--- config.mk ---
export PLATFORM = sky130hd
export DESIGN_NAME = systolic_feeder
export DESIGN_NICKNAME = d
export VERILOG_FILES = /design/src/rtl/systolic_pkg.sv /design/src/rtl/systolic_feeder_lane.sv /design/src/rtl/systolic_feeder.sv
export SDC_FILE = /design/constraint.sdc
export NUM_CORES = 1
export LEC_CHECK = 0
export ABC_AREA = 0
export CAP_MARGIN = 10
export CORE_ASPECT_RATIO = 0.5
export CORE_MARGIN = 2
export CORE_UTILIZATION = 49
export CTS_CLUSTER_SIZE = 25
export DETAILED_ROUTE_END_ITERATION = 12
export GPL_TIMING_DRIVEN = 0
export MAX_ROUTING_LAYER = met4
export PLACE_DENSITY_LB_ADDON = 0.08
export SLEW_MARGIN = 20
export SYNTH_ARGS = -nofsm -noshare
export SYNTH_HDL_FRONTEND = slang
export SYNTH_SLANG_ARGS = --single-unit
--- constraint.sdc ---
create_clock -name CLK -period 3.4 [get_ports CLK]
set_input_delay 0.68 -clock CLK [delete_from_list [all_inputs] [get_ports CLK]]
set_output_delay 0.68 -clock CLK [all_outputs]
set_load 0.01 [all_outputs]
--- src/rtl/systolic_pkg.sv ---
// Shared constants, feeder state type and matrix packing helper for the
// 3x3 systolic array front end.
package systolic_pkg;

  localparam int unsigned N          = 3;
  localparam int unsigned FEED_STEPS = 2 * N - 1;

  typedef enum logic [1:0] {
    IDLE  = 2'd0,
    FEED  = 2'd1,
    DRAIN = 2'd2
  } feeder_state_e;

  // Flat element index of M[r][c] inside a packed N*N matrix bus.
  function automatic int unsigned elem_idx(input int unsigned r, input int unsigned c);
    return r * N + c;
  endfunction

endpackage

--- src/rtl/systolic_feeder_lane.sv ---
// One skewed output stream: picks the element for step t from the stored
// matrix along its row (A lanes) or column (B lanes), zero otherwise.
module feeder_lane
  import systolic_pkg::*;
#(
  parameter int unsigned DATAWIDTH = 8,
  parameter int unsigned LANE      = 0,
  parameter bit          IS_COL    = 1'b0
) (
  input  logic [N*N*DATAWIDTH-1:0] mat,
  input  logic [2:0]               step,
  input  logic                     active,
  output logic [DATAWIDTH-1:0]     lane_out
);

  // Lane LANE carries element k of its row/column at step LANE+k.
  always_comb begin
    lane_out = '0;
    if (active) begin
      for (int unsigned k = 0; k < N; k++) begin
        if (32'(step) == LANE + k) begin
          lane_out = IS_COL ? mat[elem_idx(k, LANE)*DATAWIDTH +: DATAWIDTH]
                            : mat[elem_idx(LANE, k)*DATAWIDTH +: DATAWIDTH];
        end
      end
    end
  end

endmodule

--- src/rtl/systolic_feeder.sv ---
// Operand feeder for the 3x3 systolic array: captures a matrix pair, emits
// diagonally skewed row/column streams, then holds start through a zero drain.
module systolic_feeder
  import systolic_pkg::*;
#(
  parameter int unsigned DATAWIDTH    = 8,
  parameter int unsigned DRAIN_CYCLES = 4
) (
  input  logic                     CLK,
  input  logic                     RST,
  input  logic                     in_valid,
  output logic                     in_ready,
  input  logic [N*N*DATAWIDTH-1:0] A_mat,
  input  logic [N*N*DATAWIDTH-1:0] B_mat,
  output logic                     start,
  output logic [DATAWIDTH-1:0]     A0,
  output logic [DATAWIDTH-1:0]     A1,
  output logic [DATAWIDTH-1:0]     A2,
  output logic [DATAWIDTH-1:0]     B0,
  output logic [DATAWIDTH-1:0]     B1,
  output logic [DATAWIDTH-1:0]     B2,
  output logic                     busy
);

  localparam int unsigned MW         = N * N * DATAWIDTH;
  localparam logic [2:0]  T_LAST     = 3'(FEED_STEPS - 1);
  localparam logic [3:0]  DRAIN_LAST = 4'((DRAIN_CYCLES == 0) ? 0 : DRAIN_CYCLES - 1);

  feeder_state_e   state_q, state_d;
  logic [2:0]      t_q, t_d;
  logic [3:0]      drain_q, drain_d;
  logic [MW-1:0]   a_q, a_d;
  logic [MW-1:0]   b_q, b_d;
  logic            rst_q;
  logic            feeding;

  // in_ready is held low for the cycle after any reset edge so it stays
  // a pure function of registered state.
  assign in_ready = (state_q == IDLE) && !rst_q;
  assign busy     = (state_q != IDLE);
  assign start    = busy;
  assign feeding  = (state_q == FEED);

  always_comb begin
    state_d = state_q;
    t_d     = t_q;
    drain_d = drain_q;
    a_d     = a_q;
    b_d     = b_q;
    unique case (state_q)
      IDLE: begin
        if (in_valid && in_ready) begin
          state_d = FEED;
          t_d     = '0;
          a_d     = A_mat;
          b_d     = B_mat;
        end
      end
      FEED: begin
        if (t_q == T_LAST) begin
          t_d = '0;
          if (DRAIN_CYCLES == 0) begin
            state_d = IDLE;
          end else begin
            state_d = DRAIN;
            drain_d = '0;
          end
        end else begin
          t_d = t_q + 3'd1;
        end
      end
      DRAIN: begin
        if (drain_q == DRAIN_LAST) begin
          state_d = IDLE;
          drain_d = '0;
        end else begin
          drain_d = drain_q + 4'd1;
        end
      end
      default: state_d = IDLE;
    endcase
  end

  always_ff @(posedge CLK) begin
    if (RST) begin
      state_q <= IDLE;
      t_q     <= '0;
      drain_q <= '0;
      a_q     <= '0;
      b_q     <= '0;
      rst_q   <= 1'b1;
    end else begin
      state_q <= state_d;
      t_q     <= t_d;
      drain_q <= drain_d;
      a_q     <= a_d;
      b_q     <= b_d;
      rst_q   <= 1'b0;
    end
  end

  logic [DATAWIDTH-1:0] a_lane [N];
  logic [DATAWIDTH-1:0] b_lane [N];

  for (genvar i = 0; i < N; i++) begin : g_lane
    feeder_lane #(
      .DATAWIDTH (DATAWIDTH),
      .LANE      (i),
      .IS_COL    (1'b0)
    ) u_row (
      .mat      (a_q),
      .step     (t_q),
      .active   (feeding),
      .lane_out (a_lane[i])
    );
    feeder_lane #(
      .DATAWIDTH (DATAWIDTH),
      .LANE      (i),
      .IS_COL    (1'b1)
    ) u_col (
      .mat      (b_q),
      .step     (t_q),
      .active   (feeding),
      .lane_out (b_lane[i])
    );
  end

  assign A0 = a_lane[0];
  assign A1 = a_lane[1];
  assign A2 = a_lane[2];
  assign B0 = b_lane[0];
  assign B1 = b_lane[1];
  assign B2 = b_lane[2];

endmodule
Word level (Yosys, flattened, before mapping) --
Cells that the tools add are included.
Word-level totals: input port bits 147, logic and storage cells 65, bits in registers 154, output and inout port bits 51
Operators by class: reduce and logical (&&, ||, !) cells 12, equal/unequal tests 10, add/sub/neg operators 2, mux-type cells 35
Operator list (number):
- $mux 8 | 24
- $mux 4 | 2
- $pmux 4 s2 | 1
- $eq 3x2->1 const B | 2
- $mux 2 | 3
- $mux 3 | 2
- $pmux 2 s3 | 1
- $pmux 3 s2 | 1
- $reduce_and 2->1 | 3
- $reduce_bool 2->1 | 3
- $add 4x1->4 const B | 1
- $eq 4x2->1 const B | 1
- $ne 2x1->1 const B | 2
- $add 3x1->3 const B | 1
- $eq 3x1->1 const B | 1
- $eq 3x3->1 const B | 1
- $logic_not 3->1 | 1
- $reduce_and 3->1 | 1
- $eq 2x1->1 const B | 1
- $eq 2x2->1 const B | 1
- $logic_and 1x1->1 | 2
- $logic_not 2->1 | 1
- $ne 2x2->1 const B | 1
- $logic_not 1->1 | 1
- $mux 1 | 1

Logic depth before layout (Yosys ltp) --
depth in word-level cells 5, gate-level depth with buffers 8, depth with buffers taken out 5

Hierarchy --
A second synthesis with hierarchy kept.
Unflattened totals: cells, all modules 852, area total of the unflattened synthesis 7064.3 µm²
Modules (own cells, without submodules):
- systolic_feeder | cells each 676, sequential area each 3083.0 µm², instances 1, area an instance 5507.8 µm²
- feeder_lane at g_lane[0].u_col ... | cells each 38, sequential area each 0.0 µm², instances 2, area an instance 357.8 µm²
- feeder_lane at g_lane[1].u_col ... | cells each 30, sequential area each 0.0 µm², instances 2, area an instance 231.5 µm²
- feeder_lane at g_lane[2].u_col ... | cells each 20, sequential area each 0.0 µm², instances 2, area an instance 188.9 µm²

Least setup slack after synthesis --
Ideal clock, no wire load.
path type reg-to-output, start register t_q[0], end output port A2[1], data arrival time 1.710 ns, cell stages (with the launch flop) 7, slack 1.010 ns, required time 2.720 ns, path buffers 1, cell sequence dfxtp_1 ha_1 ha_1 nor3b_2 clkbuf_1 a22oi_1 o2bb2ai_1
Between the ends: word-level cells in the longest chain between the ends 5, elaborated cells on any way between the ends 7, those cells by class 3 x eq/ne; 4 x mux
Ends and longest elaborated chain:
- start, declared | RTL line systolic_feeder.sv:30 | logic [2:0] t_q, t_d;
- start signal, assigned | RTL line systolic_feeder.sv:94 | t_q <= t_d;
- $eq 3x2->1 | RTL line systolic_feeder_lane.sv:21 | if (32'(step) == LANE + k) begin
- $mux 8 (2 in series) | RTL line systolic_feeder_lane.sv:21
- $mux 8 (*) | RTL line systolic_feeder_lane.sv:21
- $mux 8 (*) | RTL line systolic_feeder_lane.sv:19 | if (active) begin
- end, declared | RTL line systolic_feeder.sv:18 | output logic [DATAWIDTH-1:0] A2,
Every way passes the cells marked *; elsewhere a longest branch is shown, timed or not.

Worst setup path after layout --
start register t_q[1], end output port B1[4]
Between the ends: word-level cells in the longest chain between the ends 5, elaborated cells on any way between the ends 7, those cells by class 3 x eq/ne; 4 x mux
Ends and longest elaborated chain:
- $eq 3x1->1 | RTL line systolic_feeder_lane.sv:21
- $mux 8 (2 in series) | RTL line systolic_feeder_lane.sv:21
- $mux 8 (*) | RTL line systolic_feeder_lane.sv:21
- $mux 8 (*) | RTL line systolic_feeder_lane.sv:19
- end, declared | RTL line systolic_feeder.sv:20 | output logic [DATAWIDTH-1:0] B1,
Marks and branches as above.

==> flow_metrics.tcl <==
set metrics [dict create \
    cts.clk_slew.worst_paths_ns 0.06 \
    clock_sinks 154 \
    grtUsageTotal_pct 30.4 \
    finalHoldViolations 0 \
    total_power_mw 4.53 \
    yosysUniqueCellTypes 31 \
    drive_above_1_share_pct 9.15 \
    grt_max_degree 17 \
    endpoint "B1[4]" \
    timing.final.ws_setup_ns 0.00907 \
    dr.pass1.iters 5 \
    setup_violations 0 \
    layout_commonest_cell "nand2_1" \
    start_util_pct 51.1 \
    p_leak_nw 3.51 \
    r2r_cells 6 \
    cts-root-buf "clkbuf_16" \
    ant_nets 0 \
    die_w_um 168 \
    hold_depth 2 \
    startpoint "t_q[1]" \
    worstMarginPinSlew_ns 0.629 \
    grt_pass1_vias 6587 \
    dr_total_vias 6819 \
    clock_latency_ns 0.42 \
    floorplan.core_area_mm2 0.0129 \
    grt_pass1_wl_um 32900 \
    crit_path_end_kind "output pin" \
    crit_fanout 10 \
    preCtsSetupSlack_ns 0.0508 \
    drc_errors 0 \
    routedWlPerCell_um 17.2 \
    avgSynthCellArea_um2 7.82 \
    clockBufferDepth 2 \
    arrival_ns 2.71 \
    max-cap-violations 0 \
    routed_wl_um 21300 \
    dp_hpwl_um 15500 \
    antenna_cells 0 \
    ys_ff_latch 154 \
    seq_power_share_pct 43.8 \
    p_sw_share_pct 27.4 \
    r2r_start "state_q[1]" \
    fin_crit_sh_pct 99.7 \
    p_int_mw 3.29 \
    cts-hold-fix-buffers 0 \
    fin_crit_ns 3.39 \
    startpoint_type "flop" \
    clkPwrFrac_pct 41.1 \
    synth_area_mm2 0.00658 \
    gp_congestion 0.893 \
    fp.dieArea_mm2 0.0144 \
    drt-initial-drc-count 649 \
    crit_type "reg -> out" \
    grt_overflow 0 \
    cts_max_level 4 \
    die_y_um 85.9 \
    synth_nets 994 \
    vias_per_cell 5.49 \
    ys_warn_count 0 \
    p_sw_mw 1.24 \
    fmaxAchievable_mhz 295 \
    status "completed" \
    slew_headroom_pct 58.0 \
    syn-instance-count 841 \
    numPortBuffers 197 \
    reg2reg_setup_slack_ns 1.62 \
    cts_buffers 17 \
    antenna_found_initial 0 \
    num_rows 29 \
    pwr-share-comb_pct 15.1 \
    hold_path_class "reg -> reg" \
    r2r-end "a_q[7]" \
    ios 198 \
    most-common-layout-cells "nand2_1 (289), clkdlybuf4s50_1 (185), dfxtp_1 (153), a21oi_1 (149), nor2b_1 (36)" \
    cts_tree "yes" \
    clock_skew_ns 0.00664 \
    rsz0062_at_grt "yes" \
    fillers 1014 \
    fin_nets 1211 \
    powerDensity_mw_per_mm2 478 \
    ys_seq_area_share_pct 46.9 \
    area_delta_synth_final_pct 43.9 \
    drv_slew 0 \
    worstPathRequired_ns 2.72 \
    max-vdd-ir-drop_mv 0.335 \
]
[registers in the layout (all words and copies together), names as in the netlist]
register / count
state_q: 2
a_q: 72
rst_q: 1
drain_q: 4
t_q: 3
b_q: 72
[logic make-up after synthesis]
kind of cell	Yosys count	share of synthesized area [%]
AND/OR/NAND/NOR	386	25.1
adder cells (fa/ha/maj)	6	1.14
AO/OA/AOI/OAI	220	20.3
buffers and inverters	75	6.66
flip-flops	154	46.9
[per-layer routing]
layer  track usage (%)  share of wire (%)  up-vias
met3              6.23                8.8       20
met2              46.7                 44      315
met1              40.9                 46     3187
met5                 -                  0        -
met4              8.46                1.0        0
li1                  -                  -     3297
[through the flow]
stage / hold WS (ns) / instance area [um^2] / setup TNS (ns) / utilization, % / cells
3_3_place_gp: 0.441 / 8760 / 0 / 68.0 / 1208
3_5_place_dp: 0.447 / 8760 / 0 / 68.0 / 1208
4_1_cts: 0.455 / 9380 / 0 / 72.8 / 1241
5_1_grt: 0.473 / 9460 / -0.142 / 73.5 / 1241
6_report: 0.454 / 9460 / 0 / 73.5 / 1241
2_1_floorplan: 0.436 / 6580 / 0 / - / 841
[critical path, cell delays in order (launching register included)]
cell and delay, ns:
dfxtp_1 0.38, inv_1 0.08, ha_1 0.18, clkbuf_4 0.20, nor2b_1 0.16, clkbuf_4 0.19, buf_6 0.16, a221oi_1 0.36
nor3_1 0.10, clkdlybuf4s50_1 0.49
[power by group through the flow]
stage               Clock [mW]  Sequential, mW  Combinational [mW]
CTS                       1.86            1.98               0.670
global placement             0            2.01               0.649
floorplan                    0            2.00               0.354
global route              1.95            1.99               0.741
detailed placement           0            2.02               0.660
finish                    1.86            1.98               0.684
[cells in the mapped netlist]
cell type / number / area [um^2]
buf_4: 8 / 60.1
nor4b_1: 1 / 8.76
a22oi_1: 16 / 120
or3_1: 1 / 6.26
nand3_1: 10 / 50.1
a21oi_1: 149 / 746
clkbuf_2: 1 / 5.00
nor2b_1: 36 / 225
buf_2: 16 / 80.1
o21ai_1: 1 / 5.00
a21boi_0: 1 / 7.51
nor2_1: 3 / 11.3
or2_2: 1 / 6.26
or4b_4: 1 / 13.8
nand2_1: 292 / 1100
o2bb2ai_1: 16 / 140
dfxtp_1: 154 / 3080
nand4b_1: 3 / 26.3
inv_1: 3 / 11.3
o31ai_1: 1 / 7.51
nand2b_1: 3 / 18.8
clkbuf_1: 33 / 124
nor3_1: 32 / 160
buf_6: 14 / 158
nand3b_1: 2 / 15.0
a31oi_1: 2 / 12.5
a221oi_1: 32 / 280
o21ai_0: 1 / 5.00
a311oi_1: 1 / 8.76
nor3b_2: 1 / 12.5
ha_1: 6 / 75.1
[worst min-delay path by stage]
stage                     startpoint  endpoint  slack (ns)
final                        b_q[47]   b_q[47]        0.45
after global routing         a_q[32]   a_q[32]        0.47
after CTS                    b_q[47]   b_q[47]        0.45
after detailed placement     b_q[47]   b_q[47]        0.45
after global placement       b_q[28]   b_q[28]        0.44
after floorplan              a_q[48]   a_q[48]        0.44
[what timing repair did]
| item | 4_1_cts | 5_1_grt |
|---|---|---|
| setup buffers | 1 | 0 |
| pin swaps | 4 | 1 |
| setup endpoints to repair | 42 | 40 |
| gates resized for setup | 19 | 37 |
[cell type report]
cell class	count	area, um^2	area share (%)
plain buffers	72	470	4.97
clock buffers	18	439	4.64
clock inverters	14	138	1.45
inverters	3	11.3	0.119
multi-input cells	612	3110	32.9
flip-flops and latches	154	3080	32.6
well taps	170	213	2.25
repair buffers	198	2000	21.1
Note: power is estimated with default switching activity, not from simulation.
